`config.mk`:
```
export PLATFORM = sky130hd
export DESIGN_NAME = a2d_spi_resp
export DESIGN_NICKNAME = d
export VERILOG_FILES = /design/src/rtl/a2d_pkg.sv /design/src/rtl/spi_pin_sync.sv /design/src/rtl/a2d_spi_resp.sv
export SDC_FILE = /design/constraint.sdc
export NUM_CORES = 1
export LEC_CHECK = 0
export ABC_CLOCK_PERIOD_IN_PS = 2400
export BUFFER_PORTS_ARGS = -buffer_cell sky130_fd_sc_hd__buf_2
export CAP_MARGIN = 40
export CELL_PAD_IN_SITES_DETAIL_PLACEMENT = 2
export CELL_PAD_IN_SITES_GLOBAL_PLACEMENT = 2
export CORE_ASPECT_RATIO = 1.5
export CORE_MARGIN = 4
export CORE_UTILIZATION = 31
export CTS_BUF_LIST = sky130_fd_sc_hd__clkbuf_8
export DETAILED_ROUTE_END_ITERATION = 6
export PLACE_DENSITY_LB_ADDON = 0.1
export SETUP_SLACK_MARGIN = 0.2
export SYNTH_ARGS = -nofsm -noshare
export SYNTH_HDL_FRONTEND = slang
export SYNTH_SLANG_ARGS = --single-unit
```
`constraint.sdc`:
```
create_clock -name clk -period 2.4 [get_ports clk]
set_input_delay 0.24 -clock clk [delete_from_list [all_inputs] [get_ports clk]]
set_output_delay 0.24 -clock clk [all_outputs]
set_load 0.05 [all_outputs]
```
`src/rtl/a2d_pkg.sv`:
```
// Shared constants and types for the A2D SPI responder.
package a2d_pkg;

  // Channels used by the Segway A2D interface
  localparam logic [2:0] CHAN_LFT  = 3'd0;
  localparam logic [2:0] CHAN_RGHT = 3'd4;
  localparam logic [2:0] CHAN_BATT = 3'd5;

  localparam int unsigned FRAME_BITS = 16;
  localparam int unsigned DATA_BITS  = 12;
  localparam int unsigned CH_LSB     = 11;

  typedef enum logic {
    IDLE,
    SHIFT
  } state_t;

endpackage

```
`src/rtl/spi_pin_sync.sv`:
```
// Two-flop synchronizer plus a history flop for rise/fall detection.
module spi_pin_sync #(
  parameter logic RST_VAL = 1'b1
) (
  input  logic clk,
  input  logic rst_n,
  input  logic d,
  output logic q,
  output logic rise,
  output logic fall
);

  logic ff1, ff2, ff3;

  // Synchronizer chain; ff3 holds the previous synchronized level
  always_ff @(posedge clk or negedge rst_n) begin
    if (!rst_n) begin
      ff1 <= RST_VAL;
      ff2 <= RST_VAL;
      ff3 <= RST_VAL;
    end else begin
      ff1 <= d;
      ff2 <= ff1;
      ff3 <= ff2;
    end
  end

  assign q    = ff2;
  assign rise = ff2 & ~ff3;
  assign fall = ~ff2 & ff3;

endmodule

```
`src/rtl/a2d_spi_resp.sv`:
```
// A2D converter SPI responder: latches a 16-bit command selecting a channel and
// returns that channel's 12-bit conversion in the following frame.
// Optional: define A2D_XACT_CNT_EN to add xact_cnt/err_cnt statistics outputs.
module a2d_spi_resp
  import a2d_pkg::*;
#(
  parameter int unsigned NUM_CH = 8,
  parameter int unsigned RST_CH = 0
) (
  input  logic                          clk,
  input  logic                          rst_n,
  input  logic                          SS_n,
  input  logic                          SCLK,
  input  logic                          MOSI,
  output logic                          MISO,
  input  logic [DATA_BITS*NUM_CH-1:0]   ch_data,
  output logic [FRAME_BITS-1:0]         cmd,
  output logic                          cmd_vld,
  output logic [2:0]                    chan,
  output logic                          frame_err
`ifdef A2D_XACT_CNT_EN
  ,
  output logic [15:0]                   xact_cnt,
  output logic [7:0]                    err_cnt
`endif
);

  localparam logic [4:0] CNT_FULL = 5'(FRAME_BITS);
  localparam logic [4:0] CNT_MAX  = 5'(FRAME_BITS + 1);

  logic ss_lvl, ss_rise, ss_fall;
  logic sclk_lvl, sclk_rise, sclk_fall;
  logic mosi_sync, mosi_rise, mosi_fall;
  logic unused_sync;

  spi_pin_sync #(.RST_VAL(1'b1)) u_ss_sync (
    .clk  (clk),
    .rst_n(rst_n),
    .d    (SS_n),
    .q    (ss_lvl),
    .rise (ss_rise),
    .fall (ss_fall)
  );

  spi_pin_sync #(.RST_VAL(1'b1)) u_sclk_sync (
    .clk  (clk),
    .rst_n(rst_n),
    .d    (SCLK),
    .q    (sclk_lvl),
    .rise (sclk_rise),
    .fall (sclk_fall)
  );

  spi_pin_sync #(.RST_VAL(1'b0)) u_mosi_sync (
    .clk  (clk),
    .rst_n(rst_n),
    .d    (MOSI),
    .q    (mosi_sync),
    .rise (mosi_rise),
    .fall (mosi_fall)
  );

  assign unused_sync = ^{ss_lvl, sclk_lvl, mosi_rise, mosi_fall};

  state_t                  state_q, state_d;
  logic [4:0]              bit_cnt_q, bit_cnt_d;
  logic [FRAME_BITS-1:0]   rx_q, rx_d, tx_q, tx_d, cmd_q, cmd_d;
  logic [2:0]              chan_q, chan_d;
  logic                    cmd_vld_q, cmd_vld_d, frame_err_q, frame_err_d;
  logic [DATA_BITS-1:0]    snap;

  // Select the current channel's conversion; out-of-range channels read as zero
  always_comb begin
    snap = '0;
    for (int unsigned k = 0; k < NUM_CH; k++) begin
      if (chan_q == 3'(k)) snap = ch_data[k*DATA_BITS +: DATA_BITS];
    end
  end

  // Next-state logic; within a clk the SCLK edge is applied before frame end
  always_comb begin
    state_d     = state_q;
    bit_cnt_d   = bit_cnt_q;
    rx_d        = rx_q;
    tx_d        = tx_q;
    cmd_d       = cmd_q;
    chan_d      = chan_q;
    cmd_vld_d   = 1'b0;
    frame_err_d = 1'b0;
    case (state_q)
      IDLE: begin
        if (ss_fall) begin
          tx_d      = {{(FRAME_BITS-DATA_BITS){1'b0}}, snap};
          bit_cnt_d = '0;
          state_d   = SHIFT;
        end
      end
      SHIFT: begin
        if (sclk_rise) begin
          rx_d = {rx_q[FRAME_BITS-2:0], mosi_sync};
          if (bit_cnt_q != CNT_MAX) bit_cnt_d = bit_cnt_q + 5'd1;
        end
        // The fall preceding the first rise must not shift: MSB is already on MISO
        if (sclk_fall && (bit_cnt_q != '0)) tx_d = {tx_q[FRAME_BITS-2:0], 1'b0};
        if (ss_rise) begin
          state_d = IDLE;
          if (bit_cnt_d == CNT_FULL) begin
            cmd_d       = rx_d;
            cmd_vld_d   = 1'b1;
            chan_d      = rx_d[CH_LSB+2:CH_LSB];
            frame_err_d = 32'(rx_d[CH_LSB+2:CH_LSB]) >= NUM_CH;
          end else begin
            frame_err_d = 1'b1;
          end
        end
      end
      default: state_d = IDLE;
    endcase
  end

  // State and datapath registers
  always_ff @(posedge clk or negedge rst_n) begin
    if (!rst_n) begin
      state_q     <= IDLE;
      bit_cnt_q   <= '0;
      rx_q        <= '0;
      tx_q        <= '0;
      cmd_q       <= '0;
      chan_q      <= 3'(RST_CH);
      cmd_vld_q   <= 1'b0;
      frame_err_q <= 1'b0;
    end else begin
      state_q     <= state_d;
      bit_cnt_q   <= bit_cnt_d;
      rx_q        <= rx_d;
      tx_q        <= tx_d;
      cmd_q       <= cmd_d;
      chan_q      <= chan_d;
      cmd_vld_q   <= cmd_vld_d;
      frame_err_q <= frame_err_d;
    end
  end

  assign MISO      = tx_q[FRAME_BITS-1];
  assign cmd       = cmd_q;
  assign cmd_vld   = cmd_vld_q;
  assign chan      = chan_q;
  assign frame_err = frame_err_q;

`ifdef A2D_XACT_CNT_EN
  logic [15:0] xact_cnt_q;
  logic [7:0]  err_cnt_q;

  // Transaction counter wraps; error counter saturates
  always_ff @(posedge clk or negedge rst_n) begin
    if (!rst_n) begin
      xact_cnt_q <= '0;
      err_cnt_q  <= '0;
    end else begin
      if (cmd_vld_d) xact_cnt_q <= xact_cnt_q + 16'd1;
      if (frame_err_d && (err_cnt_q != 8'hFF)) err_cnt_q <= err_cnt_q + 8'd1;
    end
  end

  assign xact_cnt = xact_cnt_q;
  assign err_cnt  = err_cnt_q;
`endif

endmodule

```
Word level (Yosys, flattened, before mapping)
Cells that the tools add are included.
- flip-flop bits (word level): 67
- bits of input ports: 101
- output and inout port bits: 22
- word-level logic and storage cells: 68
- add/sub/neg operators: 1
- equal/unequal tests: 11
- muxes and demuxes: 26
- bitwise operators: 9
- reductions and logical operators: 5
- operators by type and width (cell ; count):
    2-to-1 mux 12 bit ; 8
    2-to-1 mux 16 bit ; 3
    case mux 16 bit (2 select lines) ; 1
    2-to-1 mux 5 bit ; 4
    == test 3 bit (second input constant) ; 4
    case mux 5 bit (2 select lines) ; 1
    2-to-1 mux 1 bit ; 8
    == test 3 x 2 -> 1 bit (second input constant) ; 2
    adder 5 x 1 -> 5 bit (second input constant) ; 1
    == test 5 bit (second input constant) ; 1
    != test 5 bit (second input constant) ; 1
    inverter 1 bit ; 5
    nonzero test 5 bit ; 1
    AND 1 bit ; 4
    == test 3 x 1 -> 1 bit (second input constant) ; 1
    logical NOT 3 bit ; 1
    AND reduction 3 bit ; 1
    != test 2 x 1 -> 1 bit (second input constant) ; 1
    != test 2 bit (second input constant) ; 1
    case mux 1 bit (2 select lines) ; 1
    AND reduction 2 bit ; 1
    logical AND 1 bit ; 1

Logic depth before layout (Yosys ltp)
Gate-level depths: netlist of the first run.
- depth after elaboration: 11
- gate-level depth with buffers: 9
- mapped depth without buffers: 7

Hierarchy
From an unflattened synthesis of the first run, not the netlist that was laid out.
- cells, all modules: 305
- area total of the unflattened synthesis: 3702.3 um2
- modules (own cells, without submodules) (module ; instances ; cells each ; area an instance (um2) ; sequential area each (um2)):
    a2d_spi_resp ; 1 ; 290 ; 3424.5 ; 1401.3
    spi_pin_sync (u_sclk_sync ...) ; 2 ; 5 ; 93.8 ; 78.8
    spi_pin_sync (u_mosi_sync) ; 1 ; 5 ; 90.1 ; 75.1

Worst setup path before layout of the first run
Ideal clock, no wire load.
- path type: register to register
- from: register, netlist name cmd[12]
- to: register tx_q[5]
- setup time: 0.121 ns
- data arrival time: 2.029 ns
- data required time: 2.279 ns
- slack: 0.250 ns
- stages on the path, launching flop included: 8
- path buffers: 2
- period minus slack after synthesis: 2.150 ns
- cell sequence: dfrtp_1 -> clkbuf_1 -> clkbuf_1 -> mux2i_1 -> nor2_1 -> a21oi_1 -> o21ai_0 -> a22o_1
- RTL lines (item ; RTL line ; source):
    end signal: assignment ; a2d_spi_resp.sv:136 ; tx_q <= tx_d;
    end: declaration ; a2d_spi_resp.sv:67 ; logic [FRAME_BITS-1:0] rx_q, rx_d, tx_q, tx_d, cmd_q, cmd_d;

Final worst setup path of the first run
- from: register bit_cnt_q[0]
- to: register cmd_q[11] (netlist: cmd[11])
- cells in the longest elaborated chain, start to end: 6
- elaborated cells on any way between the ends: 7
- classes of those cells: add/sub (1); eq/ne (2); mux (3); reduce/logical (1)
- RTL lines (item ; RTL line ; source):
    start: declaration ; a2d_spi_resp.sv:66 ; logic [4:0] bit_cnt_q, bit_cnt_d;
    start signal: assignment ; a2d_spi_resp.sv:134 ; bit_cnt_q <= bit_cnt_d;
    adder 5 x 1 -> 5 bit / != test 5 bit (equally long branches) ; a2d_spi_resp.sv:101 ; if (bit_cnt_q != CNT_MAX) bit_cnt_d = bit_cnt_q + 5'd1;
    2-to-1 mux 5 bit ; a2d_spi_resp.sv:101 ;
    2-to-1 mux 5 bit * ; a2d_spi_resp.sv:99 ; if (sclk_rise) begin
    2-to-1 mux 5 bit * ; a2d_spi_resp.sv:90 ; case (state_q)
    == test 5 bit * ; a2d_spi_resp.sv:107 ; if (bit_cnt_d == CNT_FULL) begin
    AND reduction 3 bit (no line) * ; -- ;
    end signal: assignment ; a2d_spi_resp.sv:137 ; cmd_q <= cmd_d;
    end: declaration ; a2d_spi_resp.sv:67 ;
Mark *: on every way between the ends. The rest lies on a longest branch, timed or not. The select of a mux whose other input is x is not followed.
A chain may end at the register's enable or synchronous reset.

==> results of run 1 <==
stage by stage:
stage / std cells / instance area, um2
2_1_floorplan: 404 / 3766
3_3_place_gp: 669 / 4601
3_5_place_dp: 669 / 4601
4_1_cts: 689 / 4873
5_1_grt: 692 / 4937
6_report: 692 / 4937
sequential cells by signal (all words and copies together), names as in the netlist:
| signal | flops |
|---|---|
| bit_cnt_q | 5 |
| cmd | 16 |
| cmd_vld | 1 |
| frame_err | 1 |
| rx_q | 16 |
| state_q | 1 |
| tx_q | 16 |
| u_mosi_sync.ff1 | 1 |
| u_mosi_sync.q | 1 |
| u_sclk_sync.ff1 | 1 |
| u_sclk_sync.ff3 | 1 |
| u_sclk_sync.q | 1 |
| u_ss_sync.ff1 | 1 |
| u_ss_sync.ff3 | 1 |
| u_ss_sync.q | 1 |
worst max-delay path by stage:
stage | start | to | depth (start not counted)
detailed placement | bit_cnt_q[1] | cmd[15] | 7
finish | bit_cnt_q[0] | cmd[11] | 8
CTS | bit_cnt_q[1] | cmd[7] | 7
global placement | bit_cnt_q[0] | cmd[10] | 6
global route | bit_cnt_q[0] | cmd[10] | 8
floorplan | cmd[12] | tx_q[5] | 7
area by class of cell:
cell class | instances | share of cell area
clock buffers | 10 | 0.02788
clock inverters | 5 | 0.01014
inverters | 7 | 0.005322
multi-input cells | 301 | 0.4171
flip-flops and latches | 64 | 0.3269
well taps | 153 | 0.03877
repair buffers | 152 | 0.1738
cell families (layout without fill, tap and decap cells):
group           after synthesis  count (layout)
compound gates              112             112
mux                          59              59
xor+xnor                      2               2
buf+inv                      39             174
flops                        64              64
simple gates                125             125
fa+ha+maj                     3               3
per-layer routing:
layer | share of wire | wire, um | global-route usage
met3 | 0.050 | 685 | 0.04741
met2 | 0.55 | 7490 | 0.3740
met1 | 0.38 | 5213 | 0.2181
met4 | 0.015 | 200 | 0.05689
met5 | 0.0013 | 18 | 0
worst max-delay path, stage by stage, from the launching register on:
cell	delay, ns
dfrtp_2	0.46
buf_4	0.14
inv_1	0.05
ha_1	0.33
a31o_2	0.24
a221oi_4	0.24
nand3_4	0.11
buf_12	0.17
mux2_4	0.30
cells in the final DEF (no fill, tap or decap), types with 2 or more instances in the layout:
cell / instances
buf_2: 122
nand2_1: 76
dfrtp_1: 54
a21oi_1: 48
mux2i_1: 27
nor2_1: 27
buf_4: 25
mux2_2: 23
o21ai_0: 22
a22o_1: 22
a221oi_1: 11
clkbuf_8: 10
mux2_4: 9
inv_1: 8
dfstp_2: 6
nand2b_1: 4
dfrtp_2: 4
dlygate4sd3_1: 4
nor2b_2: 3
nor2b_1: 2
nand3b_1: 2
or3_1: 2
o22ai_1: 2
ha_4: 2
power breakdown:
part | internal, mW | total (mW) | switching (mW) | leakage, nW
registers | 1.22 | 1.33 | 0.117 | 0.826
logic | 0.269 | 0.529 | 0.260 | 1.47
clock network | 0.493 | 0.903 | 0.411 | 0.101
repair_timing:
item	CTS	global route
hold endpoints to repair	28	0
endpoints found under the setup margin	16	20
hold buffers	4	0
resized for setup	6	8
buffers inserted	1	3
pin swaps	1	2
==> run metrics, run 1 <==
xor and xnor area share after synthesis 0.004651; VDD IR-drop max 0.0004328 V; R2R Path End cmd[11]; synthesis-stage register bit count between 60 and 70; final slew viol count 0; CP Launch Type flip-flop; FF+latch area between 1500 and 2000 um2; largest net degree at the start of global routing 37; die area roughly 14000 um2; Final min period around 2.2 ns; r2r worst-path depth 8; Std-Cell Rows between 40 and 50; vias 3545; total grt overflow 0; Syn Nets slightly above 500; Fmax approximately 0.46 GHz; 1st-pass router iterations 4; first-pass GRT wire length roughly 22 mm; Simple-Gate Fraction of Synth Area 0.1455; global placement routability congestion between 0.8 and 0.9; clock insertion delay at the later pin of the skew report 0.35 ns; proportion of synthesized area in mux cells 0.1764; Post-synth ARST share 1.000; # port buffers 122; placeable core region between 10000 and 15000 um2; Avg Synthesized Cell Area 9.322 um2; WP data required ~2.6 ns; Main synth FF type dfrtp_1; crit end category flip-flop; Synth top area share 0.3854; vias in the first global route 4064; Post-Synth Adder-Cell Area 0.009967; fin crit share 0.9021; total power 2.768 mW; synth cell count leaders 76 x nand2_1, 58 x dfrtp_1, 48 x a21oi_1; Final Hold Fails 0; setup TNS 0 ns; htree depth 3; pwr/cell area around 560 nW/um2; Total GRT Usage 0.1978; dpl hpwl 10.48 mm; final worst setup slack 0.2350 ns; Crit path arrival time approximately 2.4 ns; Crit Path Class reg -> reg; Post-layout nets roughly 640; Worst slew margin 0.6080; Root Driver clkbuf_8; initial antenna violation count 1; CTS buffer count 9; CP Max Fanout 17; Syn-to-layout area delta 31.10%; largest family of logic cells by synthesized area compound AO/OA/AOI/OAI gates; # DRC 0; WL final ~14 mm; leakage power ~2.4 nW; Finished Core Util 0.4130; unrepaired setup endpoints after global routing yes; CTS tree built; Top-Level Pins 123; worst reg2reg path startpoint bit_cnt_q[0]; Detailed Route Iter0 Violations 57; status complete, no violations; Ys Warns 0; Slew @ Worst Pin about 0.59 ns; Post-Place Worst Slack -0.07530 ns; number of enable flip-flop cells after synthesis 0; WHS between 0.2 and 0.25 ns; Synth cell types 40; Worst R2R Setup Slack approximately 0.23 ns; cell taking the most area after synthesis dfrtp_1; die width between 90 and 100 um; die height 143.0 um; number of diodes 0; initial cell density of the core 0.3150; number of vias per cell a little over 5; Mapped Area about 3800 um2; cell with the most instances after synthesis nand2_1; clk sinks 64; Final Skew about 0.0057 ns; ratio of cells with drive above 1 in the final layout 0.4045; MaxCap Viol Count 0; Final setup viols 0; maximum buffer depth of the clock tree 2; Mapped Cells between 400 and 500; fillcell total approximately 1.4k; register area share after synthesis 0.4272; Area contributors post-synth dfrtp_1 39%, nand2_1 7.6%, mux2i_1 7.2%; CTS clk-pin slew, worst paths 0.07 ns; multi-input gate area in the final layout 2059 um2; Hold/Removal Path Class in -> async; ANT nets after route 0; area fraction in compound gates after synthesis 0.1924; Routed wire per std cell roughly 20 um
Power figures use the tool's default switching activity.
==> run 2: changes to the inputs <==
--- a/config.mk
+++ b/config.mk
@@ -15,7 +15,7 @@
 export CORE_UTILIZATION = 31
 export CTS_BUF_LIST = sky130_fd_sc_hd__clkbuf_8
 export DETAILED_ROUTE_END_ITERATION = 6
-export PLACE_DENSITY_LB_ADDON = 0.1
+export PLACE_DENSITY = 0.83
 export SETUP_SLACK_MARGIN = 0.2
 export SYNTH_ARGS = -nofsm -noshare
 export SYNTH_HDL_FRONTEND = slang
==> run 2 against run 1 <==
  * Global-route usage is 0.48 points higher
  * Via count is 1.4% higher
  * Power is 0.33% lower
  * Hold slack better by 0.12 ns
  * Die area stayed put
  * Critical endpoint unchanged
  * Combinational power is 3% higher
==> run metrics, run 2 (synthesized netlist as in run 1, its figures left out) <==
number of diodes 0 (unchanged); critical path's slowest cell dfrtp_2; Critical Path Max Stage Delay 0.45 ns (about the same); most frequent cells in the layout 122 x buf_2, 76 x nand2_1, 56 x dfrtp_1; die width 98.00 um (unchanged); WP buf/inv 2 (-1); Hold/Removal Path Class in -> reg; vias in the first global route 4107 (+1.1%); CTS tree built; WHS 0.3460 ns (+0.1191 ns); Std-Cell Rows 49 (unchanged); Reg power frac 0.484 (+0.002); Detailed Route Iter0 Violations 78 (+37%); Crit path arrival time 2.46 ns (+0.07 ns); VDD IR-drop max 0.0003497 V (-19%); total grt overflow 0 (unchanged); ratio of cells with drive above 1 in the final layout 0.3907 (-0.01380); Clock power frac 0.319 (-0.007); leakage power 2.391 nW (-0.20%); die area 14010 um2 (unchanged); Final min period 2.223 ns (+0.05843 ns); CP Max Fanout 17 (unchanged); cells along the critical path inv_2 > ha_2 > nand4bb_4 > a31o_4 > a221oi_4 > nand3_4 > buf_12 > mux2_4; 1st-pass router iterations 5 (+1); Slew @ Worst Pin 0.8147 ns (+0.2268 ns); global placement routability congestion 0.8544 (+2.4%); crit end category flip-flop; pwr/cell area 559.6 nW/um2 (-0.18%); Final Hold Fails 0 (unchanged); status complete, no violations; Final setup viols 0 (unchanged); commonest non-fill, non-tap cell in the layout buf_2; Int Power 1.949 mW (-1.5%); # port buffers 122 (unchanged); initial cell density of the core 0.3150 (unchanged); first-pass GRT wire length 22.16 mm (+2.0%); Syn-to-layout area delta 30.90%; Fmax 0.4497 GHz (-2.6%); fin crit share 0.9264 (+0.02435); largest net degree at the start of global routing 65 (+76%); Post-layout nets 634 (-0.78%); htree depth 3 (unchanged); MaxCap Viol Count 0 (unchanged); die height 143.0 um (unchanged); WL final 14.15 mm (+4.0%); ANT nets after route 0 (unchanged); Routed wire per std cell 20.57 um (+4.6%); sw frac 0.2934 (+0.008598); CP Launch Type flip-flop; clock insertion delay at the later pin of the skew report 0.36 ns (about the same); Root Driver clkbuf_8; dpl hpwl 10.72 mm (+2.3%); WP data required 2.64 ns (about the same); fillcell total 1357 (-0.44%); CTS buffer count 9 (unchanged); unrepaired setup endpoints after global routing yes; Top-Level Pins 123 (unchanged); Total GRT Usage 0.2026 (+0.004773); placeable core region 11960 um2 (unchanged); Final Skew 0.01051 ns (+0.004819 ns); vias 3594 (+1.4%); number of vias per cell 5.224 (+2.0%); CTS clk-pin slew, worst paths 0.07 ns (about the same); final slew viol count 0 (unchanged); clk sinks 64 (unchanged); Finished Core Util 0.4124 (-0.0006270); initial antenna violation count 0 (-1); CP top delay family compound AO/OA/AOI/OAI gates; Comb pwr share 0.197 (+0.006); maximum buffer depth of the clock tree 2 (unchanged); Crit Path Class reg -> reg; # DRC 0 (unchanged); P_sw 0.8093 mW (+2.7%); Worst slew margin 0.4557 (-0.1523)
[run 2: routing by layer]
layer / GRT usage / share of wire / vias up
li1: - / - / 1680
met1: 0.2179 / 0.38 / 1764
met2: 0.3733 / 0.54 / 122
met3: 0.04008 / 0.045 / 28
met4: 0.1036 / 0.037 / 0
met5: 0 / 0 / -
[run 2: path summary, 6_finish.rpt]
path	end	startpoint	depth (start not counted)	slack (ns)
max in group asynchronous	u_ss_sync.ff3	rst_n	3	1.61
worst min register to register	u_ss_sync.q	u_ss_sync.ff1	0	0.36
min in group asynchronous	cmd[8]	rst_n	3	0.42
worst max register to register	cmd[11]	bit_cnt_q[1]	8	0.18
worst min-delay path	tx_q[6]	ch_data[78]	4	0.35
worst max-delay path	cmd[11]	bit_cnt_q[1]	8	0.18
[run 2: worst min-delay path, delay by kind of cell]
family	cells	cell delay, ns
compound gates	2	0.28
buf+inv	1	0.08
mux	1	0.06
[run 2: cell type report]
| cell class | instances | area (um2) | area share |
|---|---|---|---|
| inverter | 7 | 26.28 | 0.005330 |
| clock inverter | 7 | 56.30 | 0.01142 |
| sequential | 64 | 1612 | 0.3269 |
| multi-input combinational | 301 | 2054 | 0.4168 |
| timing repair buffer | 147 | 865.8 | 0.1756 |
| tap | 153 | 191.4 | 0.03883 |
| clock buffer | 9 | 123.9 | 0.02513 |
[run 2: what timing repair did]
action,CTS,global route
pin swaps,1,1
hold endpoints to repair,61,0
hold buffers,4,0
gates resized for setup,11,1
setup buffers,3,1
endpoints found under the setup margin,17,16
[run 2: power groups by stage]
stage	logic, mW	clock network [mW]	registers (mW)
after floorplan	0.291	0	1.31
after global placement	0.479	0	1.34
after detailed placement	0.516	0	1.35
after CTS	0.546	0.906	1.34
after global routing	0.610	0.944	1.35
final	0.544	0.880	1.33
[run 2: per-stage QoR]
step           cell area [um2]  power (mW)  setup WS, ns  cells  TNS [ns]
6_report                  4930       2.759        0.1765    688         0
5_1_grt                   4930       2.904       0.09107    688         0
4_1_cts                   4920       2.788        0.2036    687         0
3_5_place_dp              4604       1.863       -0.1640    664    -2.394
3_3_place_gp              4593       1.815       0.05367    663         0
2_1_floorplan             3766       1.605        0.2500    404         0
==> run 3: changes to the inputs <==
--- a/config.mk
+++ b/config.mk
@@ -10,12 +10,12 @@
 export CAP_MARGIN = 40
 export CELL_PAD_IN_SITES_DETAIL_PLACEMENT = 2
 export CELL_PAD_IN_SITES_GLOBAL_PLACEMENT = 2
-export CORE_ASPECT_RATIO = 1.5
+export CORE_ASPECT_RATIO = 1.2
 export CORE_MARGIN = 4
-export CORE_UTILIZATION = 31
-export CTS_BUF_LIST = sky130_fd_sc_hd__clkbuf_8
+export CORE_UTILIZATION = 30
+export CTS_BUF_LIST = sky130_fd_sc_hd__clkbuf_16
 export DETAILED_ROUTE_END_ITERATION = 6
-export PLACE_DENSITY = 0.83
+export PLACE_DENSITY = 0.8
 export SETUP_SLACK_MARGIN = 0.2
 export SYNTH_ARGS = -nofsm -noshare
 export SYNTH_HDL_FRONTEND = slang
==> run 3 against run 2 <==
  * Via count stayed put
  * Flip-flop and latch count stayed put
  * Clock skew decreased by 0.0019 ns
  * Power increased by 18%
  * Worst setup slack better by 0.063 ns
  * Hold slack worse by 0.33 ns
  * Fmax is 2.9% higher
  * Global-route usage down 2.4 points
  * Critical endpoint is now cmd[13]
  * Sequential power about the same
  * Final cell count grew 1.3%
  * Critical path depth is the same
  * Highest routed layer unchanged
==> run metrics, run 3 (synthesized netlist as in run 1, its figures left out) <==
status complete, no violations; cells along the critical path inv_2 > ha_2 > nand4bb_4 > a31o_4 > a221oi_4 > nand3_4 > buf_6 > mux2_4; Top-Level Pins 123 (unchanged); dpl hpwl 9.393 mm (-12%); Hold/Removal Path Class in -> reg; ratio of cells with drive above 1 in the final layout 0.3993 (+0.008600); WP data required 2.61 ns (-0.03 ns); Routed wire per std cell 18.55 um (-9.8%); htree depth 3 (unchanged); number of vias per cell 5.156 (-1.3%); area post-placement 4603 um2 (about the same); Final Skew 0.008606 ns (-0.001901 ns); WHS 0.01294 ns (-0.3331 ns); FF+latch area 1613 um2 (about the same); number of diodes 0 (unchanged); most frequent cells in the layout 122 x buf_2, 75 x nand2_1, 55 x dfrtp_1; CP Launch Type flip-flop; MaxCap Viol Count 0 (unchanged); pwr/cell area 643.6 nW/um2 (+15%); crit end category flip-flop; WL final 12.93 mm (-8.7%); placeable core region 12220 um2 (+2.2%); Critical Path Max Stage Delay 0.44 ns (about the same); initial antenna violation count 0 (unchanged); die area 14420 um2 (+2.9%); critical path's slowest cell dfrtp_2; Design Area, Final 5066 um2 (+2.8%); Syn-to-layout area delta 34.52%; # port buffers 122 (unchanged); global placement routability congestion 0.8351 (-2.3%); Total GRT Usage 0.1783 (-0.02428); multi-input gate area in the final layout 2047 um2 (-0.37%); Final setup viols 0 (unchanged); Crit path arrival time 2.37 ns (-0.09 ns); clk sinks 64 (unchanged); Final Hold Fails 0 (unchanged); CTS tree built; # DRC 0 (unchanged); Detailed Route Iter0 Violations 140 (+79%); VDD IR-drop max 0.0003810 V (+9.0%); CTS clk-pin slew, worst paths 0.06 ns (about the same); vias in the first global route 3928 (-4.4%); leakage power 2.440 nW (+2.0%); Final min period 2.161 ns (-0.06275 ns); Worst R2R Setup Slack 0.24 ns (+0.06 ns); CTS buffer count 9 (unchanged); largest net degree at the start of global routing 54 (-17%); die width 110.3 um (+13%); commonest non-fill, non-tap cell in the layout buf_2; initial cell density of the core 0.3081 (-0.006869); unrepaired setup endpoints after global routing no; Post-layout nets 635 (+0.16%); ANT nets after route 0 (unchanged); total grt overflow 0 (unchanged); maximum buffer depth of the clock tree 2 (unchanged); first-pass GRT wire length 20.03 mm (-9.6%); CP Max Fanout 9 (-8); die height 130.7 um (-8.6%); final slew viol count 0 (unchanged); Std-Cell Rows 44 (-10%); Crit Path Class reg -> reg; vias 3594 (unchanged); 1st-pass router iterations 5 (unchanged); Slew @ Worst Pin 0.4944 ns (-0.3203 ns); fin crit share 0.9003 (-0.02615); Worst slew margin 0.6692 (+0.2135); Root Driver clkbuf_16; clock insertion delay at the later pin of the skew report 0.33 ns (-0.03 ns); Fmax 0.4628 GHz (+2.9%); fillcell total 1360 (+0.22%)
==> run 3: cell types whose count changed in the layout (fill, tap and decap cells not counted), sizes merged <==
cell and delta:
buf +2, bufinv +1, clkinvlp +1, dlygate4sd3 -1, inv -2
==> run 3: routing by layer <==
| metal | up-vias | GRT usage | wire length [um] |
|---|---|---|---|
| met5 | - | 0 | 0 |
| li1 | 1679 | - | - |
| met1 | 1802 | 0.2079 | 5172 |
| met3 | 13 | 0.03489 | 850 |
| met4 | 0 | 0.04928 | 132 |
| met2 | 100 | 0.3296 | 6771 |
==> run 3: area by class of cell <==
class	instances	area share
multi-input cells	301	0.4040
clock buffers	9	0.04446
flip-flops and latches	64	0.3184
inverters	7	0.005186
clock inverters	7	0.01877
well taps	161	0.03976
repair buffers	148	0.1694
==> run 3: worst max-delay path, delay by kind of cell, from the launching register on <==
family | cells | cell delay [ns]
flops | 1 | 0.44
fa+ha+maj | 1 | 0.22
compound gates | 2 | 0.51
mux | 1 | 0.30
buf+inv | 2 | 0.29
simple gates | 2 | 0.27
==> run 3: per-stage QoR <==
stage | setup TNS (ns) | power (mW) | std cells | worst slack, ns | util
3_5_place_dp | -0.08072 | 1.851 | 671 | -0.01385 | 0.3766
3_3_place_gp | 0 | 1.801 | 668 | 0.1565 | 0.3748
2_1_floorplan | 0 | 1.605 | 404 | 0.2500 | -
5_1_grt | 0 | 3.444 | 697 | 0.1576 | 0.4145
4_1_cts | 0 | 3.283 | 693 | 0.2102 | 0.4080
6_report | 0 | 3.261 | 697 | 0.2393 | 0.4145
==> run 3: power by group <==
group | internal (mW) | switching, mW
sequential | 1.22 | 0.114
clock | 0.910 | 0.491
combinational | 0.267 | 0.259
==> run 3: final timing paths <==
kind                                   end             from  depth (start not counted)
setup / recovery                   cmd[13]     bit_cnt_q[1]                          8
min in group asynchronous          cmd[10]            rst_n                          2
setup reg to reg                   cmd[13]     bit_cnt_q[1]                          8
hold reg to reg              u_mosi_sync.q  u_mosi_sync.ff1                          0
hold / removal             u_mosi_sync.ff1             MOSI                          1
max in group asynchronous  u_sclk_sync.ff3            rst_n                          3
==> run 3: repair_timing <==
action	CTS	global route
pin swaps	1	1
buffers inserted	3	4
resized for setup	6	7
endpoints found under the hold margin	19	0
hold buffers	3	0
setup endpoints to repair	32	16
